### src/rtl/display_pkg.sv
// display_pkg: shared constants for the measurement display slice.
//   - Active-low seven-segment patterns, bit0=a .. bit6=g.
//   - Conversion FSM state type.
//   - Measurement unit codes shared with the measurement block.
//   - BCD nibble adjust helper used by the double-dabble engine.
package display_pkg;

  localparam int unsigned NUM_W  = 14;
  localparam int unsigned DIGITS = 5;
  localparam int unsigned ITER   = NUM_W;
  localparam int unsigned BCD_W  = 4 * DIGITS;
  localparam int unsigned CNT_W  = $clog2(ITER);

  localparam logic [6:0] SEG_0     = 7'b1000000;
  localparam logic [6:0] SEG_1     = 7'b1111001;
  localparam logic [6:0] SEG_2     = 7'b0100100;
  localparam logic [6:0] SEG_3     = 7'b0110000;
  localparam logic [6:0] SEG_4     = 7'b0011001;
  localparam logic [6:0] SEG_5     = 7'b0010010;
  localparam logic [6:0] SEG_6     = 7'b0000010;
  localparam logic [6:0] SEG_7     = 7'b1111000;
  localparam logic [6:0] SEG_8     = 7'b0000000;
  localparam logic [6:0] SEG_9     = 7'b0010000;
  localparam logic [6:0] SEG_BLANK = 7'b1111111;
  localparam logic [6:0] SEG_DASH  = 7'b0111111;
  localparam logic [6:0] SEG_U     = 7'b1000001;
  localparam logic [6:0] SEG_T     = 7'b0000111;

  typedef enum logic [1:0] {
    ST_IDLE   = 2'd0,
    ST_LOAD   = 2'd1,
    ST_SHIFT  = 2'd2,
    ST_COMMIT = 2'd3
  } state_t;

  localparam logic [2:0] MEAS_NONE = 3'd0;
  localparam logic [2:0] MEAS_X    = 3'd1;
  localparam logic [2:0] MEAS_Y    = 3'd2;

  // Add 3 to every nibble >= 5 so the following left shift carries correctly.
  function automatic logic [BCD_W-1:0] bcd_adjust(input logic [BCD_W-1:0] b);
    logic [BCD_W-1:0] r;
    r = b;
    for (int unsigned i = 0; i < DIGITS; i++) begin
      if (b[4*i +: 4] >= 4'd5) r[4*i +: 4] = b[4*i +: 4] + 4'd3;
    end
    return r;
  endfunction

endpackage

### src/rtl/measure_display_seven_seg_decoder.sv
// seven_seg_decoder: one BCD digit to active-low seven-segment pattern.
// Ports:
//   digit_i  4-bit digit value (10..15 shown as a dash)
//   blank_i  forces all segments off
//   seg_o    active-low segments, bit0=a .. bit6=g
module seven_seg_decoder
  import display_pkg::*;
(
  input  logic [3:0] digit_i,
  input  logic       blank_i,
  output logic [6:0] seg_o
);

  always_comb begin
    seg_o = SEG_DASH;
    if (blank_i) begin
      seg_o = SEG_BLANK;
    end else begin
      case (digit_i)
        4'd0:    seg_o = SEG_0;
        4'd1:    seg_o = SEG_1;
        4'd2:    seg_o = SEG_2;
        4'd3:    seg_o = SEG_3;
        4'd4:    seg_o = SEG_4;
        4'd5:    seg_o = SEG_5;
        4'd6:    seg_o = SEG_6;
        4'd7:    seg_o = SEG_7;
        4'd8:    seg_o = SEG_8;
        4'd9:    seg_o = SEG_9;
        default: seg_o = SEG_DASH;
      endcase
    end
  end

endmodule

### src/rtl/measure_display.sv
// measure_display: converts the 14-bit measurement value to five decimal
// digits (sequential double-dabble, one bit per clock) and drives HEX0..HEX4,
// with a unit letter on HEX5. A conversion starts only when num differs from
// the last committed value; the displays decode committed digits only.
// Ports:
//   clock        system clock
//   resetN       asynchronous reset, active-low
//   num          unsigned value to display
//   measurement  unit select for HEX5 (0 none, 1 cursor x, 2 cursor y)
//   hex0..hex4   digit segments, active-low, hex0 least significant
//   hex5         unit letter segments, active-low
//   busy         conversion in progress
//   updated      one-cycle pulse after new digits are committed
// Build option: LEADING_ZERO_BLANK_EN blanks zero digits above the most
// significant non-zero digit (hex0 always shown).
module measure_display
  import display_pkg::*;
(
  input  logic             clock,
  input  logic             resetN,
  input  logic [NUM_W-1:0] num,
  input  logic [2:0]       measurement,
  output logic [6:0]       hex0,
  output logic [6:0]       hex1,
  output logic [6:0]       hex2,
  output logic [6:0]       hex3,
  output logic [6:0]       hex4,
  output logic [6:0]       hex5,
  output logic             busy,
  output logic             updated
);

  state_t             state_q, state_d;
  logic [NUM_W-1:0]   num_latched_q, num_latched_d;
  logic [NUM_W-1:0]   last_num_q, last_num_d;
  logic [BCD_W-1:0]   bcd_q, bcd_d;
  logic [NUM_W-1:0]   shreg_q, shreg_d;
  logic [CNT_W-1:0]   cnt_q, cnt_d;
  logic [BCD_W-1:0]   digits_q, digits_d;
  logic               updated_q, updated_d;
  logic [BCD_W+NUM_W-1:0] shifted;
  logic [DIGITS-1:0]  blank;

  always_ff @(posedge clock or negedge resetN) begin
    if (!resetN) begin
      state_q       <= ST_IDLE;
      num_latched_q <= '0;
      last_num_q    <= '0;
      bcd_q         <= '0;
      shreg_q       <= '0;
      cnt_q         <= '0;
      digits_q      <= '0;
      updated_q     <= 1'b0;
    end else begin
      state_q       <= state_d;
      num_latched_q <= num_latched_d;
      last_num_q    <= last_num_d;
      bcd_q         <= bcd_d;
      shreg_q       <= shreg_d;
      cnt_q         <= cnt_d;
      digits_q      <= digits_d;
      updated_q     <= updated_d;
    end
  end

  always_comb begin
    state_d       = state_q;
    num_latched_d = num_latched_q;
    last_num_d    = last_num_q;
    bcd_d         = bcd_q;
    shreg_d       = shreg_q;
    cnt_d         = cnt_q;
    digits_d      = digits_q;
    updated_d     = 1'b0;
    shifted       = {bcd_adjust(bcd_q), shreg_q} << 1;
    case (state_q)
      ST_IDLE: begin
        if (num != last_num_q) begin
          num_latched_d = num;
          state_d       = ST_LOAD;
        end
      end
      ST_LOAD: begin
        bcd_d   = '0;
        shreg_d = num_latched_q;
        cnt_d   = '0;
        state_d = ST_SHIFT;
      end
      ST_SHIFT: begin
        bcd_d   = shifted[BCD_W+NUM_W-1:NUM_W];
        shreg_d = shifted[NUM_W-1:0];
        cnt_d   = cnt_q + 1'b1;
        if (cnt_q == CNT_W'(ITER - 1)) state_d = ST_COMMIT;
      end
      ST_COMMIT: begin
        digits_d   = bcd_q;
        last_num_d = num_latched_q;
        updated_d  = 1'b1;
        state_d    = ST_IDLE;
      end
      default: state_d = ST_IDLE;
    endcase
  end

  assign busy    = (state_q != ST_IDLE);
  assign updated = updated_q;

`ifdef LEADING_ZERO_BLANK_EN
  // A digit blanks only if it and every digit above it are zero.
  always_comb begin
    blank    = '0;
    blank[4] = (digits_q[19:16] == 4'd0);
    blank[3] = blank[4] && (digits_q[15:12] == 4'd0);
    blank[2] = blank[3] && (digits_q[11:8] == 4'd0);
    blank[1] = blank[2] && (digits_q[7:4] == 4'd0);
  end
`else
  assign blank = '0;
`endif

  seven_seg_decoder u_dec0 (.digit_i(digits_q[3:0]),   .blank_i(blank[0]), .seg_o(hex0));
  seven_seg_decoder u_dec1 (.digit_i(digits_q[7:4]),   .blank_i(blank[1]), .seg_o(hex1));
  seven_seg_decoder u_dec2 (.digit_i(digits_q[11:8]),  .blank_i(blank[2]), .seg_o(hex2));
  seven_seg_decoder u_dec3 (.digit_i(digits_q[15:12]), .blank_i(blank[3]), .seg_o(hex3));
  seven_seg_decoder u_dec4 (.digit_i(digits_q[19:16]), .blank_i(blank[4]), .seg_o(hex4));

  always_comb begin
    case (measurement)
      MEAS_NONE: hex5 = SEG_BLANK;
      MEAS_X:    hex5 = SEG_T;
      MEAS_Y:    hex5 = SEG_U;
      default:   hex5 = SEG_DASH;
    endcase
  end

endmodule

### config.mk
export PLATFORM = sky130hd
export DESIGN_NAME = measure_display
export DESIGN_NICKNAME = d
export VERILOG_FILES = /design/src/rtl/display_pkg.sv /design/src/rtl/measure_display_seven_seg_decoder.sv /design/src/rtl/measure_display.sv
export SDC_FILE = /design/constraint.sdc
export NUM_CORES = 1
export LEC_CHECK = 0
export CAP_MARGIN = 20
export CORE_MARGIN = 2
export CORE_UTILIZATION = 35
export CTS_BUF_LIST = sky130_fd_sc_hd__clkbuf_16
export DETAILED_ROUTE_END_ITERATION = 10
export SLEW_MARGIN = 5
export SYNTH_ARGS = -nofsm -noshare
export SYNTH_HDL_FRONTEND = slang
export SYNTH_HIERARCHICAL = 1
export SYNTH_SLANG_ARGS = --single-unit
### constraint.sdc
create_clock -name clock -period 5.8 [get_ports clock]
set_clock_uncertainty 0.2 [all_clocks]
set_input_delay 1.16 -clock clock [delete_from_list [all_inputs] [get_ports clock]]
set_output_delay 1.16 -clock clock [all_outputs]
set_load 0.01 [all_outputs]
==> results.sh, run 1 <==
export IMPL_outcome="finished clean"
export IMPL_cpPeakStageDelay_ps=550
export IMPL_final_common_cell="dfrtp_1"
export IMPL_finalSetupViolCount=0
export IMPL_cts_root_buf="clkbuf_16"
export IMPL_cp_slowest_cell="clkdlybuf4s50_1"
export IMPL_wire_per_inst_um=12.4
export IMPL_diodes=0
export IMPL_cts_tree="built"
export IMPL_arrival_ps=2410
export IMPL_io_buffers=61
export IMPL_grt_pass1_wl_um=17100
export IMPL_worst_pin_slew_ps=985
export IMPL_grt_pass1_vias=3749
export IMPL_required_ps=4440
export IMPL_min_from="bcd_q[17]$_DFFE_PN0P_"
export IMPL_finalMaxSlewViolations=0
export IMPL_htreeDepth=3
export IMPL_p_leak_nw=2.78
export IMPL_rsz0062_at_grt="false"
export IMPL_setup_tns_ps=0
export IMPL_grt_overflow=0
export IMPL_yosysUniqueCellTypes=41
export IMPL_hold_ws_ps=316
export IMPL_gp_congestion=0.757
export IMPL_synth_area_per_cell_sq_um=10.1
export IMPL_hold_viol=0
export IMPL_syn2layout_area_growth_pct=21.6
export IMPL_path_clk_slew_ps=60
export IMPL_cts_buffers=9
export IMPL_core_sq_mm=0.0150
export IMPL_layout_drive_gt1_share_pct=12.8
export IMPL_cts_resized=0
export IMPL_power_density_mw_per_mm2=380
export IMPL_dr_pass1_iters=4
export IMPL_drtIter0Drc=130
export IMPL_grt_antenna_before_repair=0
export IMPL_multiInputGateArea_sq_mm=0.00296
export IMPL_design_die_area_sq_mm=0.0162
export IMPL_path_cells="clkdlybuf4s50_1 > xor2_1 > nand2b_1 > clkdlybuf4s50_1"
export IMPL_synth_edf_count=0
export IMPL_ant_nets=0
export IMPL_period_needed_ps=3770
export IMPL_ys_warnings_count=6
export IMPL_max_freq_mhz=265
export IMPL_drc=0
export IMPL_ctsHoldBuffers=0
export IMPL_syn_inst=527
export IMPL_max_cap_violations=0
export IMPL_ys_flop_type="dfrtp_1"
export IMPL_ys_ff_latch=89
export IMPL_dr_total_vias=3811
export IMPL_clock_sinks=89
export IMPL_grt_start_max_net_pins=62
export IMPL_die_x_um=127
export IMPL_place_ws_ps=2020
export IMPL_netlist_area_sq_mm=0.00534
export IMPL_seqCellArea_sq_mm=0.00223
export IMPL_grt_util_all_layers_pct=12.6
export IMPL_dpl_hpwl_um=7180
export IMPL_num_rows=45
export IMPL_period_share_pct=65.0
export IMPL_clk_path_buf_depth=2
export IMPL_clk_latency_ps=330
export IMPL_die_h_um=127
export IMPL_layout_common_cells="dfrtp_1, clkdlybuf4s50_1, mux2_2"
export IMPL_startpoint="measurement[0]"
export IMPL_postCtsSetupBuffers=0
export IMPL_io_pins=63
export IMPL_fin_nets=672
export IMPL_yosysSeqAreaShare_pct=41.7
export IMPL_vias_per_cell=4.73
export IMPL_p_total_mw=2.47
export IMPL_crit_type="in -> out"
export IMPL_cpMostUsedCell="clkdlybuf4s50_1"
export IMPL_hold_class="reg -> reg"
export IMPL_start_util_pct=35.5
export IMPL_start_kind="input pin"
export IMPL_ys_async_sr_fraction_pct=100
export IMPL_fillers=1431
export IMPL_worst_slack_ps=2030
export IMPL_wl_um=10000
export IMPL_end_kind="output pin"
export IMPL_maxSlewHeadroom_pct=34.1
export IMPL_ir_drop_v=0.000287
export IMPL_cp_max_fo=3
export IMPL_reg2reg_from="last_num_q[12]$_DFFE_PN0P_"
[layer usage]
layer	vias up	part of all wire (%)	global-route usage (%)	wire, um
met5	-	0	0	0
met4	0	0.59	2.33	59
met3	6	2.9	2.18	293
met2	55	50	23.2	5040
met1	1807	46	15.4	4630
li1	1943	-	-	-
[per-stage QoR]
stage                     instance area, sq um  util, %  std cells
after floorplan                           5480        -        566
after global placement                    6210     41.3        790
after detailed placement                  6210     41.3        790
after CTS                                 6490     43.2        806
after global routing                      6490     43.2        806
final                                     6490     43.2        806
[final timing paths]
kind / endpoint / slack (ps) / cells after the start
max reg2reg: num_latched_q[11]$_DFFE_PN0P_ / 3300 / 4
max: hex5[4] / 2030 / 4
max in group asynchronous: shreg_q[13]$_DFFE_PN0P_ / 3780 / 2
min: digits_q[17]$_DFFE_PN0P_ / 320 / 1
min in group asynchronous: num_latched_q[10]$_DFFE_PN0P_ / 550 / 1
min reg2reg: digits_q[17]$_DFFE_PN0P_ / 320 / 1
[flip-flops by register name, summed over array words and instances, names as in the netlist]
name,count
shreg_q,14
state_q,2
bcd_q,20
updated,1
digits_q,20
cnt_q,4
last_num_q,14
num_latched_q,14
[worst max-delay path, delay by kind of cell]
family	cells	cell delay [ps]
xor gates and xnor gates	1	170
buffers and inverters	2	980
and+or+nand+nor	1	110
[layout make-up]
class,count,area share [%]
flip-flops and latches,89,34.3
well taps,188,3.63
clock buffers,9,3.47
multi-input cells,407,45.6
clock inverters,7,0.791
repair buffers,65,9.84
inverters,41,2.37
[report_power, final]
group	internal (mW)	total [mW]	switching [mW]
sequential	0.813	0.954	0.141
clock	0.293	0.543	0.250
combinational	0.464	0.970	0.506
total	1.57	2.47	0.896
[synth_stat cells (all sizes together), types with 2 or more instances]
cell type / n / area share (%)
xnor2: 22 / 3.6
inv: 41 / 2.9
o21ai: 39 / 3.7
nand2: 14 / 0.98
ha: 40 / 9.4
conb: 2 / 0.14
o22ai: 16 / 1.9
o21bai: 10 / 1.4
a21oi: 34 / 3.2
clkbuf: 5 / 0.35
a211oi: 5 / 1.2
mux2: 53 / 11
nand3b: 3 / 0.42
dfrtp: 89 / 42
o21a: 5 / 0.70
nand4: 4 / 0.47
nor3: 4 / 0.38
nor4b: 5 / 0.82
nor2b: 5 / 0.59
nor2: 40 / 2.8
or2: 5 / 0.59
and3: 4 / 0.47
xor2: 2 / 0.33
nand3: 5 / 0.47
mux2i: 14 / 2.6
buf: 24 / 2.4
nor4bb: 5 / 0.94
o32ai: 4 / 0.66
nand2b: 21 / 2.5
[cells by family (layout without fill, tap and decap cells)]
kind of cell / count (synthesis) / in the layout / share of synthesized area [%]
and+or+nand+nor: 119 / 119 / 11.9
AOI/OAI and AO/OA: 116 / 116 / 13.5
DFF: 89 / 89 / 41.7
buffers and inverters: 70 / 122 / 5.60
muxes: 67 / 67 / 13.8
adders and majority gates: 40 / 40 / 9.38
xor gates and xnor gates: 24 / 24 / 3.94
other: 2 / 41 / 0.141
No activity file was read; power rests on OpenSTA's default activity.
==> run 2, diff against run 1 <==
- clock period: 5.8 -> 3.22 ns (I/O delays scaled with it)
==> run 2 against run 1 <==
  * Final area is 1.8% higher
  * Cell count rose by 0.37%
  * Wire length increased by 0.57%
  * Core utilization increased by 0.77 points
  * Sequential power up 81%
  * Hold slack got worse by 240 ps
  * Largest cell class unchanged
==> results.sh, run 2 (synthesized netlist as in run 1, its figures left out) <==
export IMPL_cts_root_buf="clkbuf_16"
export IMPL_die_x_um=127
export IMPL_cp_max_fo=7
export IMPL_grt_overflow=0
export IMPL_p_leak_nw=2.83
export IMPL_diodes=0
export IMPL_start_util_pct=35.5
export IMPL_met1_usage_pct=16.4
export IMPL_grt_util_all_layers_pct=12.5
export IMPL_grt_busiest_layer="met2"
export IMPL_layout_common_cells="dfrtp_1, clkdlybuf4s50_1, mux2_2"
export IMPL_clk_path_buf_depth=2
export IMPL_fin_util_pct=43.9
export IMPL_vias_per_cell=4.78
export IMPL_rsz0062_at_grt="false"
export IMPL_power_density_mw_per_mm2=719
export IMPL_max_cap_violations=0
export IMPL_hold_viol=0
export IMPL_required_ps=2380
export IMPL_arrival_ps=2160
export IMPL_drtIter0Drc=110
export IMPL_postCtsSetupBuffers=0
export IMPL_path_clk_slew_ps=70
export IMPL_period_share_pct=93.3
export IMPL_cts_buffers=9
export IMPL_grt_pass1_vias=3629
export IMPL_clk_latency_ps=340
export IMPL_place_inst=793
export IMPL_period_needed_ps=3000
export IMPL_drc=0
export IMPL_finalSetupViolCount=0
export IMPL_dr_pass1_iters=4
export IMPL_max_freq_mhz=333
export IMPL_layout_drive_gt1_share_pct=13.0
export IMPL_ctsHoldBuffers=0
export IMPL_crit_type="reg -> out"
export IMPL_io_buffers=61
export IMPL_htreeDepth=3
export IMPL_final_common_cell="dfrtp_1"
export IMPL_core_sq_mm=0.0150
export IMPL_setup_tns_ps=0
export IMPL_ir_drop_v=0.000466
export IMPL_use_met3_pct=1.84
export IMPL_die_h_um=127
export IMPL_io_pins=63
export IMPL_cpPeakStageDelay_ps=490
export IMPL_grt_antenna_before_repair=0
export IMPL_gp_congestion=0.755
export IMPL_wire_per_inst_um=12.5
export IMPL_grt_start_max_net_pins=53
export IMPL_outcome="finished clean"
export IMPL_clock_sinks=89
export IMPL_grt_pass1_wl_um=16900
export IMPL_start_kind="flop"
export IMPL_hold_class="in -> async"
export IMPL_worst_pin_slew_ps=599
export IMPL_path_cells="inv_1 > ha_1 > or2_0 > a211oi_2 > nor2_1 > clkdlybuf4s50_1"
export IMPL_cp_slowest_cell="clkdlybuf4s50_1"
export IMPL_fin_nets=675
export IMPL_finalMaxSlewViolations=0
export IMPL_end_kind="output pin"
export IMPL_cts_resized=0
export IMPL_num_rows=45
export IMPL_syn2layout_area_growth_pct=23.7
export IMPL_largestRegisters="bcd_q (20), digits_q (20)"
export IMPL_maxSlewHeadroom_pct=60.1
export IMPL_gr_usage_met2_pct=21.4
export IMPL_cts_tree="built"
export IMPL_dr_total_vias=3865
export IMPL_dpl_hpwl_um=7280
export IMPL_instances_no_fill=809
export IMPL_ant_nets=0
export IMPL_wl_um=10100
export IMPL_design_die_area_sq_mm=0.0162
==> run 2: cell count changes in the layout (fill, tap and decap cells not counted), sizes merged <==
cell / previous run / this run
inv: 44 / 43
bufinv: 0 / 3
clkinv: 2 / 1
clkinvlp: 2 / 1
buf: 5 / 8
==> run 2: worst paths after layout <==
| check | slack [ps] | to | startpoint | cells after the start |
|---|---|---|---|---|
| worst max-delay path | 220 | hex1[0] | digits_q[5]$_DFFE_PN0P_ | 6 |
| worst min-delay path | 80 | num_latched_q[12]$_DFFE_PN0P_ | resetN | 1 |
| worst max register to register | 880 | bcd_q[16]$_DFFE_PN0P_ | state_q[1]$_DFFE_PN0P_ | 4 |
| worst min register to register | 310 | digits_q[17]$_DFFE_PN0P_ | bcd_q[17]$_DFFE_PN0P_ | 1 |
| max in group asynchronous | 2100 | digits_q[17]$_DFFE_PN0P_ | resetN | 2 |
| min in group clock | 310 | digits_q[17]$_DFFE_PN0P_ | bcd_q[17]$_DFFE_PN0P_ | 1 |
==> run 2: layout make-up <==
class                   instances  area (sq um)
fillers                      1416          8430
clock buffers                   9           225
repair buffers                 68           686
multi-input cells             407          2960
flip-flops and latches         89          2230
well taps                     188           235
inverters                      41           154
clock inverters                 7           119
==> run 2: per-stage QoR <==
stage	total power, mW	setup WS [ps]	cell area (sq um)	hold WS (ps)
finish	4.75	216	6600	78.8
global route	5.07	93.4	6600	115
CTS	4.80	190	6600	95.6
detailed placement	3.58	355	6260	293
global placement	3.52	429	6260	297
floorplan	3.02	935	5480	148
==> run 2: metal layers <==
layer	routed length, um	vias to the layer above
li1	-	1958
met4	79	0
met5	0	-
met1	4840	1850
met3	253	6
met2	4900	51
==> run 2: worst max-delay path, delay by kind of cell, from the launching register on <==
family | cells | cell delay (ps)
compound gates | 1 | 270
fa+ha+maj | 1 | 190
buf+inv | 2 | 610
flops | 1 | 470
simple gates | 2 | 290
==> run 2: report_power, final <==
group	leakage, nW	internal, mW	switching (mW)
clock network	0.167	0.760	0.440
logic	1.53	0.897	0.921
registers	1.13	1.47	0.263
total	2.83	3.12	1.62
==> run 3, diff against run 2 <==
- SLEW_MARGIN: 5 -> 20
==> results of run 3 <==
Final layout, timing and power as in run 2 (identical DEF).
